--- src/rtl/mux32_rr_arbiter.sv ---
`default_nettype none
// ============================================================================
// Module   : mux32_rr_arbiter
// Brief    : Round-robin arbiter for four requesters sharing one datapath,
//            with a registered valid/ready output stage.
// Revision : 1.0 - initial release
// ============================================================================
module mux32_rr_arbiter #(
    parameter int DATA_W   = 32,
    parameter int MAX_HOLD = 8
) (
    input  logic              clk,
    input  logic              rst_n,
    input  logic [3:0]        req,
    input  logic [3:0]        last,
    input  logic [DATA_W-1:0] in1,
    input  logic [DATA_W-1:0] in2,
    input  logic [DATA_W-1:0] in3,
    input  logic [DATA_W-1:0] in4,
    input  logic              ready,
    output logic [3:0]        gnt,
    output logic [1:0]        select,
    output logic [3:0]        ack,
    output logic [DATA_W-1:0] out,
    output logic              out_valid,
    output logic              busy
);

    localparam logic [0:0] c_st_idle  = 1'b0;
    localparam logic [0:0] c_st_grant = 1'b1;
    localparam logic [7:0] c_max_hold = 8'(MAX_HOLD);

    logic [0:0]        r_state;
    logic [0:0]        w_state_nxt;
    logic [1:0]        r_ptr;
    logic [7:0]        r_beat_cnt;
    logic [3:0]        r_gnt;
    logic [1:0]        r_select;
    logic [3:0]        r_ack;
    logic [DATA_W-1:0] r_out;
    logic              r_out_valid;

    logic [3:0]        w_gnt_nxt;
    logic [1:0]        w_select_nxt;
    logic [1:0]        w_ptr_nxt;
    logic [7:0]        w_beat_nxt;
    logic [3:0]        w_ack_nxt;
    logic [DATA_W-1:0] w_out_nxt;
    logic              w_out_valid_nxt;

    logic              w_pick_vld;
    logic [1:0]        w_pick_idx;
    logic [DATA_W-1:0] w_sel_data;
    logic              w_sel_req;
    logic              w_sel_last;
    logic [7:0]        w_beat_inc;
    logic              w_cap;
    logic              w_release;

    // Scan starts just after the last granted index, so the previous owner
    // is considered last.
    always_comb begin
        logic [1:0] v_idx;
        w_pick_vld = 1'b0;
        w_pick_idx = 2'd0;
        v_idx      = 2'd0;
        for (int k = 1; k <= 4; k++) begin
            v_idx = r_ptr + 2'(k);
            if (!w_pick_vld && req[v_idx]) begin
                w_pick_vld = 1'b1;
                w_pick_idx = v_idx;
            end
        end
    end

    always_comb begin
        case (r_select)
            2'd0:    w_sel_data = in1;
            2'd1:    w_sel_data = in2;
            2'd2:    w_sel_data = in3;
            default: w_sel_data = in4;
        endcase
    end

    assign w_sel_req  = req[r_select];
    assign w_sel_last = last[r_select];
    assign w_beat_inc = r_beat_cnt + 8'd1;

    // A capture needs room in the output stage: empty, or draining this edge.
    assign w_cap     = (r_state == c_st_grant) && w_sel_req && (!r_out_valid || ready);
    assign w_release = (r_state == c_st_grant) &&
                       (!w_sel_req || (w_cap && (w_sel_last || (w_beat_inc == c_max_hold))));

    // State and registered outputs
    always_ff @(posedge clk or negedge rst_n) begin
        if (!rst_n) begin
            r_state     <= c_st_idle;
            r_ptr       <= 2'd3;
            r_beat_cnt  <= 8'd0;
            r_gnt       <= 4'd0;
            r_select    <= 2'd0;
            r_ack       <= 4'd0;
            r_out       <= '0;
            r_out_valid <= 1'b0;
        end else begin
            r_state     <= w_state_nxt;
            r_ptr       <= w_ptr_nxt;
            r_beat_cnt  <= w_beat_nxt;
            r_gnt       <= w_gnt_nxt;
            r_select    <= w_select_nxt;
            r_ack       <= w_ack_nxt;
            r_out       <= w_out_nxt;
            r_out_valid <= w_out_valid_nxt;
        end
    end

    always_comb begin
        w_state_nxt = r_state;
        case (r_state)
            c_st_idle:  if (w_pick_vld) w_state_nxt = c_st_grant;
            c_st_grant: if (w_release)  w_state_nxt = c_st_idle;
            default:    w_state_nxt = c_st_idle;
        endcase
    end

    always_comb begin
        w_gnt_nxt       = r_gnt;
        w_select_nxt    = r_select;
        w_ptr_nxt       = r_ptr;
        w_beat_nxt      = r_beat_cnt;
        w_ack_nxt       = 4'd0;
        w_out_nxt       = r_out;
        w_out_valid_nxt = r_out_valid;
        case (r_state)
            c_st_idle: begin
                if (w_pick_vld) begin
                    w_gnt_nxt    = 4'b0001 << w_pick_idx;
                    w_select_nxt = w_pick_idx;
                    w_ptr_nxt    = w_pick_idx;
                    w_beat_nxt   = 8'd0;
                end
            end
            c_st_grant: begin
                if (w_cap) begin
                    w_beat_nxt = w_beat_inc;
                    w_ack_nxt  = 4'b0001 << r_select;
                end
                if (w_release) begin
                    w_gnt_nxt = 4'd0;
                end
            end
            default: w_gnt_nxt = 4'd0;
        endcase
        // Capture wins over drain so a simultaneous accept keeps out_valid high.
        if (w_cap) begin
            w_out_nxt       = w_sel_data;
            w_out_valid_nxt = 1'b1;
        end else if (r_out_valid && ready) begin
            w_out_valid_nxt = 1'b0;
        end
    end

    assign gnt       = r_gnt;
    assign select    = r_select;
    assign ack       = r_ack;
    assign out       = r_out;
    assign out_valid = r_out_valid;
    assign busy      = (r_state == c_st_grant);

    a_gnt_onehot0 : assert property (@(posedge clk) disable iff (!rst_n) $onehot0(gnt));
    a_busy_gnt    : assert property (@(posedge clk) disable iff (!rst_n) busy == (gnt != 4'd0));
    a_select_gnt  : assert property (@(posedge clk) disable iff (!rst_n)
                                     (gnt != 4'd0) |-> (gnt == (4'b0001 << select)));

endmodule
`default_nettype wire

--- config.mk ---
export PLATFORM = sky130hd
export DESIGN_NAME = mux32_rr_arbiter
export DESIGN_NICKNAME = d
export VERILOG_FILES = /design/src/rtl/mux32_rr_arbiter.sv
export SDC_FILE = /design/constraint.sdc
export NUM_CORES = 1
export LEC_CHECK = 0
export ABC_AREA = 0
export CAP_MARGIN = 20
export CORE_UTILIZATION = 43
export CTS_BUF_LIST = sky130_fd_sc_hd__clkbuf_4
export CTS_CLUSTER_DIAMETER = 150
export DETAILED_ROUTE_END_ITERATION = 12
export PLACE_DENSITY = 0.95
export SYNTH_ARGS = -nofsm -noshare
export SYNTH_HDL_FRONTEND = slang
export SYNTH_SLANG_ARGS = --single-unit
--- constraint.sdc ---
create_clock -name clk -period 3.7 [get_ports clk]
set_input_delay 0.74 -clock clk [delete_from_list [all_inputs] [get_ports clk]]
set_output_delay 0.74 -clock clk [all_outputs]
set_load 0.05 [all_outputs]
=== After elaboration in Yosys (flattened, before gate mapping) ===
Cells that the tools add are included.

* Add/subtract/negate cells: 4
* $mul: 0
* Div/mod/pow operators: 0
* $lt $le $gt $ge: 5
* Equality and inequality tests: 6
* Shifts and indexed selects: 2
* Mux-type cells: 34
* Bitwise gates (word level): 1
* Reductions and logical operators: 21

{| class="wikitable"
|+ Operator list
! kind !! number
|-
| $pmux W32 S3 || 1
|-
| $mux W4 || 4
|-
| $mux W8 || 2
|-
| $pmux W8 S2 || 1
|-
| $lt A2 B3 Y1 const B || 5
|-
| $mux W1 || 14
|-
| $bmux W1 S2 || 6
|-
| $add A8 B1 Y8 const B || 1
|-
| $eq A8 B4 Y1 const B || 1
|-
| $logic_and A1 B1 Y1 || 8
|-
| $mux W2 || 4
|-
| $pmux W4 S2 || 1
|-
| $shl A1 B2 Y4 const A || 2
|-
| $reduce_and A2 Y1 || 3
|-
| $logic_not A1 Y1 || 5
|-
| $add A2 B2 Y2 const B || 2
|-
| $ne A2 B1 Y1 const B || 2
|-
| $logic_or A1 B1 Y1 || 3
|-
| $add A2 B1 Y2 const B || 1
|-
| $eq A2 B1 Y1 const B || 1
|-
| $eq A2 B2 Y1 const B || 1
|-
| $logic_not A2 Y1 || 1
|-
| $ne A2 B2 Y1 const B || 1
|-
| $pmux W1 S2 || 1
|-
| other kinds (2) || 2
|}

* Register bits: 54
* Latch bits: 0
* RAM bits: 0
* Bits in read-only memories: 0
* Input bits: 139
* Memories: 0

=== Depth between registers and ports, before layout ===
* Depth after elaboration: 16
* Depth in mapped cells: 8

=== Least setup slack after synthesis ===
Ideal clock, no wire load.

* Path kind: input to register
* From: in req[3]
* To: reg r_gnt[0] (netlist: gnt[0])
* Arrival time: 2,028 ps
* Setup slack: 1,548 ps
* Stages on the path: 6
* Path buffers: 1
* Cells stage by stage: buf_6 -> mux4_2 -> nand3_1 -> o21ai_0 -> a21oi_2 -> mux2_2

* Word-level cells in the longest chain between the ends: 15
* Elaborated cells on any way between the ends: 36
* Classes of those cells: eq/ne (2); shift (1); mux (20); reduce/logical (13)

{| class="wikitable"
|+ Ends and longest elaborated chain
! what !! RTL line !! text
|-
| start: declaration || 14 || <nowiki>input logic [3:0] req,</nowiki>
|-
| $bmux W1 S2 || 69 || <nowiki>if (!w_pick_vld && req[v_idx]) begin</nowiki>
|-
| $mux W1 (implied by the code) || 69 ||
|-
| $mux W1 || 69 ||
|-
| $logic_not A1 Y1 || 69 ||
|-
| $logic_and A1 B1 Y1 || 69 ||
|-
| $mux W1 || 69 ||
|-
| $logic_not A1 Y1 || 69 ||
|-
| $logic_and A1 B1 Y1 || 69 ||
|-
| $mux W1 || 69 ||
|-
| $logic_not A1 Y1 || 69 ||
|-
| $logic_and A1 B1 Y1 || 69 ||
|-
| $mux W2 || 69 ||
|-
| $shl A1 B2 Y4 || 137 || <nowiki>w_gnt_nxt = 4'b0001 << w_pick_idx;</nowiki>
|-
| $mux W4 || 136 || <nowiki>if (w_pick_vld) begin</nowiki>
|-
| $pmux W4 S2 || 134 || <nowiki>case (r_state)</nowiki>
|-
| end signal: assignment || 109 || <nowiki>r_gnt <= w_gnt_nxt;</nowiki>
|-
| end: declaration || 37 || <nowiki>logic [3:0] r_gnt;</nowiki>
|}

Parallel ways exist; a longest one is shown, timed or not. The select of a mux whose other input is x is not followed.
A chain may end at the register's enable or synchronous reset.

=== Worst setup path in the final report ===
* From: reg r_select[0] (netlist: select[0])
* To: out select[0]

{| class="wikitable"
|+ RTL lines
! what !! RTL line !! text
|-
| start: declaration || 38 || <nowiki>logic [1:0] r_select;</nowiki>
|-
| start signal: assignment || 110 || <nowiki>r_select <= w_select_nxt;</nowiki>
|-
| end: declaration || 22 || <nowiki>output logic [1:0] select,</nowiki>
|}

No word-level cell between the ends.

==> flow_metrics.py <==
metrics = {
    "run_status": {
        "outcome": "completed",
    },
    "critical_path": {
        "crit_family": "buffers and inverters",
        "timing.rr.start": "select[0]",
        "r2r_cells": 5,
        "r2r-end": "r_beat_cnt[3]",
        "crit_chain": "clkdlybuf4s50_1",
        "r2r_slack_ns": 1.21,
        "timing.critical_path.to_type": "output pin",
        "start_kind": "register",
        "slowest_delay_ns": 0.92,
        "cp_max_fo": 21,
        "arrival_ns": 2.08,
        "cpMaxStageDelayCell": "clkdlybuf4s50_1",
        "crit_type": "register to output pin",
        "critPathRequiredTime_ns": 2.96,
        "worst-path-buf-inv": 1,
        "cp.depth": 1,
    },
    "die": {
        "die_w_um": 88.1,
        "ios": 183,
        "num_rows": 31,
        "die_y_um": 88.1,
        "dieArea_sq_mm": 0.00775,
        "initial_utilization_pct": 44.1,
        "core_sq_mm": 0.00721,
    },
    "logic_synthesis": {
        "synth_xor_area_share_pct": 0.550,
        "syn_area_per_cell_sq_um": 10.5,
        "synth_ff_type": "dfrtp_1",
        "synth_area_leaders": "dfrtp_1 41%, mux4_2 24%, nand2_1 13%, dfstp_2 1.7%, nor2_1 1.7%",
        "synth_compound_area_share_pct": 6.99,
        "synth_edf_count": 0,
        "synth_area_sq_mm": 0.00318,
        "synth_top_cell_area_share_pct": 40.9,
        "synth_cell_type_count": 42,
        "synth.yosys.seq_area_share_pct": 42.5,
        "yosys_warnings": 0,
        "syn_nets": 445,
        "yosysTopAreaCell": "dfrtp_1",
        "synth-simple-area-share_pct": 19.3,
        "synth_fa_ha_area_share_pct": 0.786,
        "synthArstFlopShare_pct": 100,
        "synth_top_family_by_area": "multiplexers",
        "ys_ff_latch": 54,
        "syn-instance-count": 304,
        "synthMuxAreaShare_pct": 25.0,
    },
    "layout": {
        "fin_util_pct": 71.1,
        "area_growth_pct": 61.1,
        "fin_nets": 618,
        "drive_gt1_share_pct": 12.1,
        "num-fill-cells": 517,
        "final_cell_area_sq_mm": 0.00513,
        "instances_no_fill": 578,
    },
    "global_routing": {
        "antenna_found_initial": 0,
        "grtUsageTotal_pct": 27.2,
        "grt_pass1_vias": 3268,
        "grt_pass1_wl_um": 15600,
        "grt_overflow_total": 0,
        "grt_max_degree": 42,
    },
    "cts": {
        "cts-buffers-inserted": 5,
        "ctsResizeCount": 0,
        "post-cts-setup-buffers": 0,
        "h-tree-depth": 2,
        "clk_path_buf_depth": 2,
        "holdBufCountCts": 0,
        "worstSkewPairLatency_ns": 0.37,
        "path_clk_slew_ns": 0.15,
        "cts.sinks": 54,
        "cts_root_buf": "clkbuf_4",
        "cts_tree": "built",
    },
    "placed_design": {
        "place.gp.congestion": 0.763,
        "port_buffers": 182,
        "postPlaceCellArea_sq_mm": 0.00505,
        "hpwl_um": 8170,
        "dp.cells": 569,
    },
    "timing": {
        "final-setup-viol-count": 0,
        "min_period_over_period_pct": 76.3,
        "period_minus_slack_ns": 2.82,
        "slew_violations": 0,
        "fmax_ghz": 0.354,
        "slew_headroom_pct": 39.2,
        "hold_ws_ns": 0.479,
        "worstMarginPinSlew_ns": 0.912,
        "hold_viol": 0,
        "skew_ns": 0.00843,
        "rsz0062_at_grt": "false",
        "finalSetupTns_ns": 0,
    },
    "routing": {
        "detail_route.first_pass.iterations": 4,
        "post_drt_wl_per_cell_um": 17.5,
        "vias": 3110,
        "ant_nets": 0,
        "viasPerCell": 5.38,
        "drcViolationCount": 0,
        "wl_um": 10100,
        "dr.first_iter.drc_count": 197,
    },
    "worst_hold_path": {
        "hp-class": "primary input to async pin",
    },
    "run": {
        "max-cap-violations": 0,
    },
    "pwr": {
        "powerDensity_mw_per_mm2": 795,
        "ir_drop_v": 0.000464,
        "leakage_uw": 0.00218,
    },
}
[flip-flops by register name (all words and copies together), names as in the netlist]
signal and flops:
out 32, busy 1, ack 4, select 2, gnt 4, out_valid 1
r_ptr 2, r_beat_cnt 8
[worst max path at each step]
stage | from | to | slack (ns)
floorplan | req[3] | gnt[0] | 1.55
global placement | req[3] | r_beat_cnt[6] | 0.82
detailed placement | req[1] | r_beat_cnt[3] | 0.70
CTS | select[0] | select[0] | 0.81
global route | select[0] | select[0] | 0.73
finish | select[0] | select[0] | 0.88
[cell type report]
type / instances / area, sq um / area share, %
diodes: 1 / 2.50 / 0.0488
clock buffers: 7 / 52.6 / 1.02
clock inverters: 1 / 30.0 / 0.585
inverters: 6 / 22.5 / 0.439
multi-input cells: 222 / 1680 / 32.8
flip-flops and latches: 54 / 1360 / 26.4
well taps: 99 / 124 / 2.41
repair buffers: 188 / 1860 / 36.3
[per-stage QoR]
| stage | total power (uW) | setup slack [ns] |
|---|---|---|
| 6_report | 4080 | 0.876 |
| 5_1_grt | 4300 | 0.730 |
| 4_1_cts | 4100 | 0.815 |
| 3_5_place_dp | 3760 | 0.696 |
| 3_3_place_gp | 3650 | 0.823 |
| 2_1_floorplan | 2890 | 1.55 |
[kinds of logic after synthesis]
| family | Yosys count |
|---|---|
| AOI/OAI and AO/OA | 35 |
| xor gates and xnor gates | 2 |
| adders and majority gates | 2 |
| buffers and inverters | 28 |
| DFF | 54 |
| muxes | 37 |
| and+or+nand+nor | 146 |
[layout by cell type (no fill, tap or decap), types with 2 or more instances in the layout]
cell type,synthesis,layout
buf_4,2,6
nand2_1,108,108
o21ai_1,4,4
mux2i_1,2,2
and2_0,2,2
nor2b_1,2,2
mux4_2,34,34
clkdlybuf4s50_1,0,181
o22ai_1,3,3
nor3b_1,3,3
dfrtp_2,0,2
ha_1,2,2
a21oi_1,4,4
nor2_1,14,14
and3_1,4,4
o32ai_1,2,2
inv_1,6,6
o31ai_1,2,2
clkbuf_4,0,7
dfstp_2,2,2
nor4_1,2,2
dfrtp_1,52,50
o21ai_0,10,10
a21o_1,2,2
nand3_1,5,4
[metal layers]
| layer | wire, um | track usage, % |
|---|---|---|
| met5 | 0 | 0 |
| met1 | 3320 | 29.9 |
| met4 | 351 | 11.7 |
| met3 | 771 | 6.03 |
| met2 | 5670 | 50.3 |
[report_power, final]
group          leakage (uW)  switching (uW)  internal (uW)
registers          0.000682             268            846
logic               0.00145            1560           1060
clock network     0.0000463             182            158
[Yosys cell counts (3+ instances only)]
cell type  count
mux4_2        34
nor3b_1        3
buf_2          9
o21ai_1        4
o21ai_0       10
clkbuf_1       7
a21oi_1        4
nand3_1        5
and3_1         4
inv_1          6
nand2_1      108
o22ai_1        3
buf_6          4
nor2_1        14
dfrtp_1       52
Note: power is estimated with default switching activity, not from simulation.
==> patch 1 (config.mk and constraints unchanged) <==
Change the parameter `DATA_W` from 32 to 40.
--- a/src/rtl/mux32_rr_arbiter.sv
+++ b/src/rtl/mux32_rr_arbiter.sv
@@ -6,7 +6,7 @@
 // Revision : 1.0 - initial release
 // ============================================================================
 module mux32_rr_arbiter #(
-    parameter int DATA_W   = 32,
+    parameter int DATA_W   = 40,
     parameter int MAX_HOLD = 8
 ) (
     input  logic              clk,
Interface: changed (5 resized); port bits go from 183 to 223. The function was not compared with the original's and may differ.
==> patch 1 against the original RTL <==
Final area is 17% higher. Synthesized area rose by 13%. Setup slack gained 0.082 ns. Worst hold slack worse by 0.34 ns. Total power rose by 15%. Sequential cell count rose by 8. Final cell count increased by 14%. Routed wire length grew 13%. Critical path type unchanged. Critical endpoint unchanged. Largest cell class unchanged.
==> patch 1: results <==
set metrics [dict create \
    diodes 0 \
    clk_latency_ns 0.40 \
    rrSetupSlack_ns 1.28 \
    syn_nets 508 \
    first_global_vias 3533 \
    slew_headroom_pct 59.6 \
    cts_buffers 9 \
    crit_arrival_ns 2.00 \
    dp.cells 642 \
    largest_reg_flops 40 \
    synth_cell_types 40 \
    skew_ns 0.00990 \
    grt_pass1_wl_um 17800 \
    ir_drop_uv 315 \
    status "finished clean" \
    yosysSeqAreaShare_pct 43.2 \
    synth.avg_cell_area_um2 10.7 \
    viasPerCell 5.37 \
    avgRoutedWirePerCell_um 17.3 \
    final_nets 725 \
    gp_congestion 0.816 \
    track_usage_pct 27.2 \
    drt_iter0_markers 109 \
    htreeDepth 3 \
    cellLeakagePower_nw 2.58 \
    synth_area_leaders "dfrtp_1 42%, mux4_2 26%, nand2_1 14%, o21ai_0 1.5%, dfstp_2 1.5%" \
    grt_max_degree 48 \
    netlist_top_cells_count "133 x nand2_1, 60 x dfrtp_1, 41 x mux4_2, 12 x clkbuf_1, 11 x o21ai_0" \
    dp_slack_ns 0.826 \
    slowest_delay_ns 0.89 \
    dp_hpwl_um 9200 \
    critical_path_peak_fanout 22 \
    drive_gt1_share_pct 13.1 \
    rr_worst_depth 6 \
    final_cells 658 \
    place_area_mm2 0.00589 \
]
[patch 1: worst max path at each step]
| stage | slack [ns] | start | to |
|---|---|---|---|
| finish | 0.96 | select[0] | select[0] |
| global route | 0.81 | select[0] | select[0] |
| CTS | 0.90 | select[0] | select[0] |
| detailed placement | 0.83 | req[1] | r_beat_cnt[3] |
| global placement | 0.96 | req[1] | r_beat_cnt[2] |
| floorplan | 1.54 | select[0] | gnt[0] |
[patch 1: kinds of logic after synthesis]
family	synth area share [%]
AO/OA/AOI/OAI	5.64
XOR/XNOR	0.487
adder cells (fa/ha/maj)	0.696
buffers and inverters	3.34
flip-flops	43.2
multiplexers	27.1
AND/OR/NAND/NOR	19.5
[patch 1: final cells by class]
| class | instances | area [um^2] |
|---|---|---|
| Timing Repair Buffer | 229 | 2280 |
| Multi-Input combinational cell | 246 | 1930 |
| Fill cell | 514 | 1910 |
| Sequential cell | 62 | 1560 |
| Tap cell | 102 | 128 |
| Clock buffer | 12 | 90.1 |
| Inverter | 4 | 15.0 |
| Clock inverter | 3 | 12.5 |
[patch 1: per-stage QoR]
stage               utilization, %  hold slack, ns
finish                        75.9           0.137
global route                  75.9           0.104
CTS                           75.6           0.487
detailed placement            74.3           0.464
global placement              74.3           0.458
floorplan                        -           0.444
[patch 1: where the power goes]
part	switching, mW	leakage [nW]	total, mW	internal, mW
clock	0.222	0.0623	0.374	0.152
sequential	0.181	0.782	1.16	0.978
combinational	1.88	1.73	3.14	1.26
[patch 1: per-layer routing]
layer  vias to the layer above  track usage, %  share of wire (%)
li1                       1616               -                  -
met1                      1724            30.4                 36
met2                       166            50.4                 56
met3                        30            6.26                5.4
met4                         0            9.62                3.3
met5                         -               0                  0
==> patch 2 (config.mk and constraints unchanged) <==
Without the edit above. Make the reset (`rst_n`) synchronous in one clocked block.
--- a/src/rtl/mux32_rr_arbiter.sv
+++ b/src/rtl/mux32_rr_arbiter.sv
@@ -92,7 +92,7 @@
                        (!w_sel_req || (w_cap && (w_sel_last || (w_beat_inc == c_max_hold))));
 
     // State and registered outputs
-    always_ff @(posedge clk or negedge rst_n) begin
+    always_ff @(posedge clk) begin
         if (!rst_n) begin
             r_state     <= c_st_idle;
             r_ptr       <= 2'd3;
Behaviour: differs if rst_n is asserted again (counterexample within 4 cycles, from zero or initial values and one cycle with rst_n low); with rst_n held inactive, the same outputs for 10 cycles.
==> patch 2 against the original RTL <==
Count of clock-buffer cells in the layout fell by 2. First-iteration DRC count fell by 33%. Register-to-register slack better by 0.09 ns. Setup slack improved by 0.12 ns. Synthesized area is 3.2% higher. Highest routed layer unchanged. Routed wire length down 5.0%. Sequential cell count unchanged. Final area increased by 1.0%. Non-clock buffer count is 2 lower. Clock skew grew 0.0098 ns. Worst hold slack worse by 0.016 ns. Final cell count up 1.6%.
Power is not compared: it rests on default switching activity, and its combinational part moved more than twofold at a synthesized area within 25%.
==> patch 2: results <==
set metrics [dict create \
    status "finished clean" \
    skew_ns 0.0183 \
    critical_path_peak_fanout 15 \
    numPortBuffers 182 \
    ys.flop_type "dfxtp_1" \
    viasPerCell 5.23 \
    clk_latency_ns 0.39 \
    place_area_mm2 0.00512 \
    yosysSeqAreaShare_pct 32.9 \
    yosys_warnings 0 \
    cts_max_path_buffers 2 \
    synth_area_leaders "dfxtp_1 33%, mux4_2 23%, a21oi_2 9.6%, nand2_2 5.7%, nand2_1 5.1%" \
    async_flop_share_pct 0 \
    clkTransAtPathRegs_ns 0.16 \
    synth_cell_types 43 \
    drt-pass1-iter-count 4 \
    dp_hpwl_um 7690 \
    gp_congestion 0.778 \
    track_usage_pct 25.3 \
    synthMuxAreaShare_pct 23.6 \
    antenna_found_initial 0 \
    synth_edf_count 0 \
    drive_gt1_share_pct 26.6 \
    crit_arrival_ns 1.97 \
    grt_pass1_wl_um 15300 \
    crit_family "buffers and inverters" \
    synth_cells 315 \
    final_nets 628 \
    ir_drop_uv 151 \
    cellLeakagePower_nw 1.70 \
    netlist_top_cells_count "54 x dfxtp_1, 45 x nand2_1, 36 x a21oi_2, 34 x mux4_2, 30 x nand2_2" \
    root_buffer "clkbuf_4" \
    cpMaxStageDelayCell "clkdlybuf4s50_1" \
    routed_wl_um 9610 \
    drt_iter0_markers 132 \
    diodes 0 \
    first_global_vias 3210 \
    hold_class "flip-flop to flip-flop" \
    grt-ovfl-total 0 \
    slowest_delay_ns 0.90 \
    tightest_slew_ns 0.671 \
    synthXorXnorAreaFrac_pct 0.533 \
    final_cells 587 \
    dp.cells 579 \
    cts_setup_buffers 0 \
    ctsResizeCount 0 \
    grt_max_degree 47 \
    htreeDepth 2 \
    synth_compound_area_share_pct 16.7 \
    synthAdderAreaFrac_pct 0.761 \
    dp_slack_ns 0.782 \
    syn_nets 456 \
]
patch 2: changes by cell type after synthesis, sizes merged, moves of 4 or more:
cell    unedited run  this run
dfxtp              0        54
dfrtp             52         0
a21oi              5        45
nand2            108        75
o21ai             14         8
nand3              5        10
nand2b             1         5
nand3b             0         4
patch 2: metal layers:
metal  global-route usage (%)  wire, um  vias to the layer above
met5                        0         0                        -
met3                     3.60       394                       18
met4                     9.81       261                        0
met2                     48.3      5550                      106
li1                         -         -                     1481
met1                     28.2      3410                     1463
patch 2: final timing paths:
kind / startpoint / end / slack, ns / cells after the start
worst max-delay path: select[0] / select[0] / 0.99 / 1
worst min-delay path: out[14] / out[14] / 0.46 / 2
worst max register to register: select[0] / r_beat_cnt[0] / 1.30 / 6
worst min register to register: out[14] / out[14] / 0.46 / 2
patch 2: kinds of logic (layout without fill, tap and decap cells):
group	count (synthesis)	after routing
AND/OR/NAND/NOR	125	125
AO/OA/AOI/OAI	67	67
flip-flops	54	54
multiplexers	35	35
buffers and inverters	30	203
adder cells (fa/ha/maj)	2	2
XOR/XNOR	2	2
patch 2: power breakdown:
group	internal [mW]	switching, mW
sequential	0.629	0.0461
combinational	0.359	0.385
clock	0.0764	0.198
total	1.06	0.629
patch 2: final cells by class:
type | count | area, um^2
Timing Repair Buffer | 186 | 1850
Inverter | 9 | 33.8
Sequential cell | 54 | 1080
Fill cell | 500 | 2150
Tap cell | 99 | 124
Multi-Input combinational cell | 231 | 2030
Clock inverter | 3 | 23.8
Clock buffer | 5 | 37.5
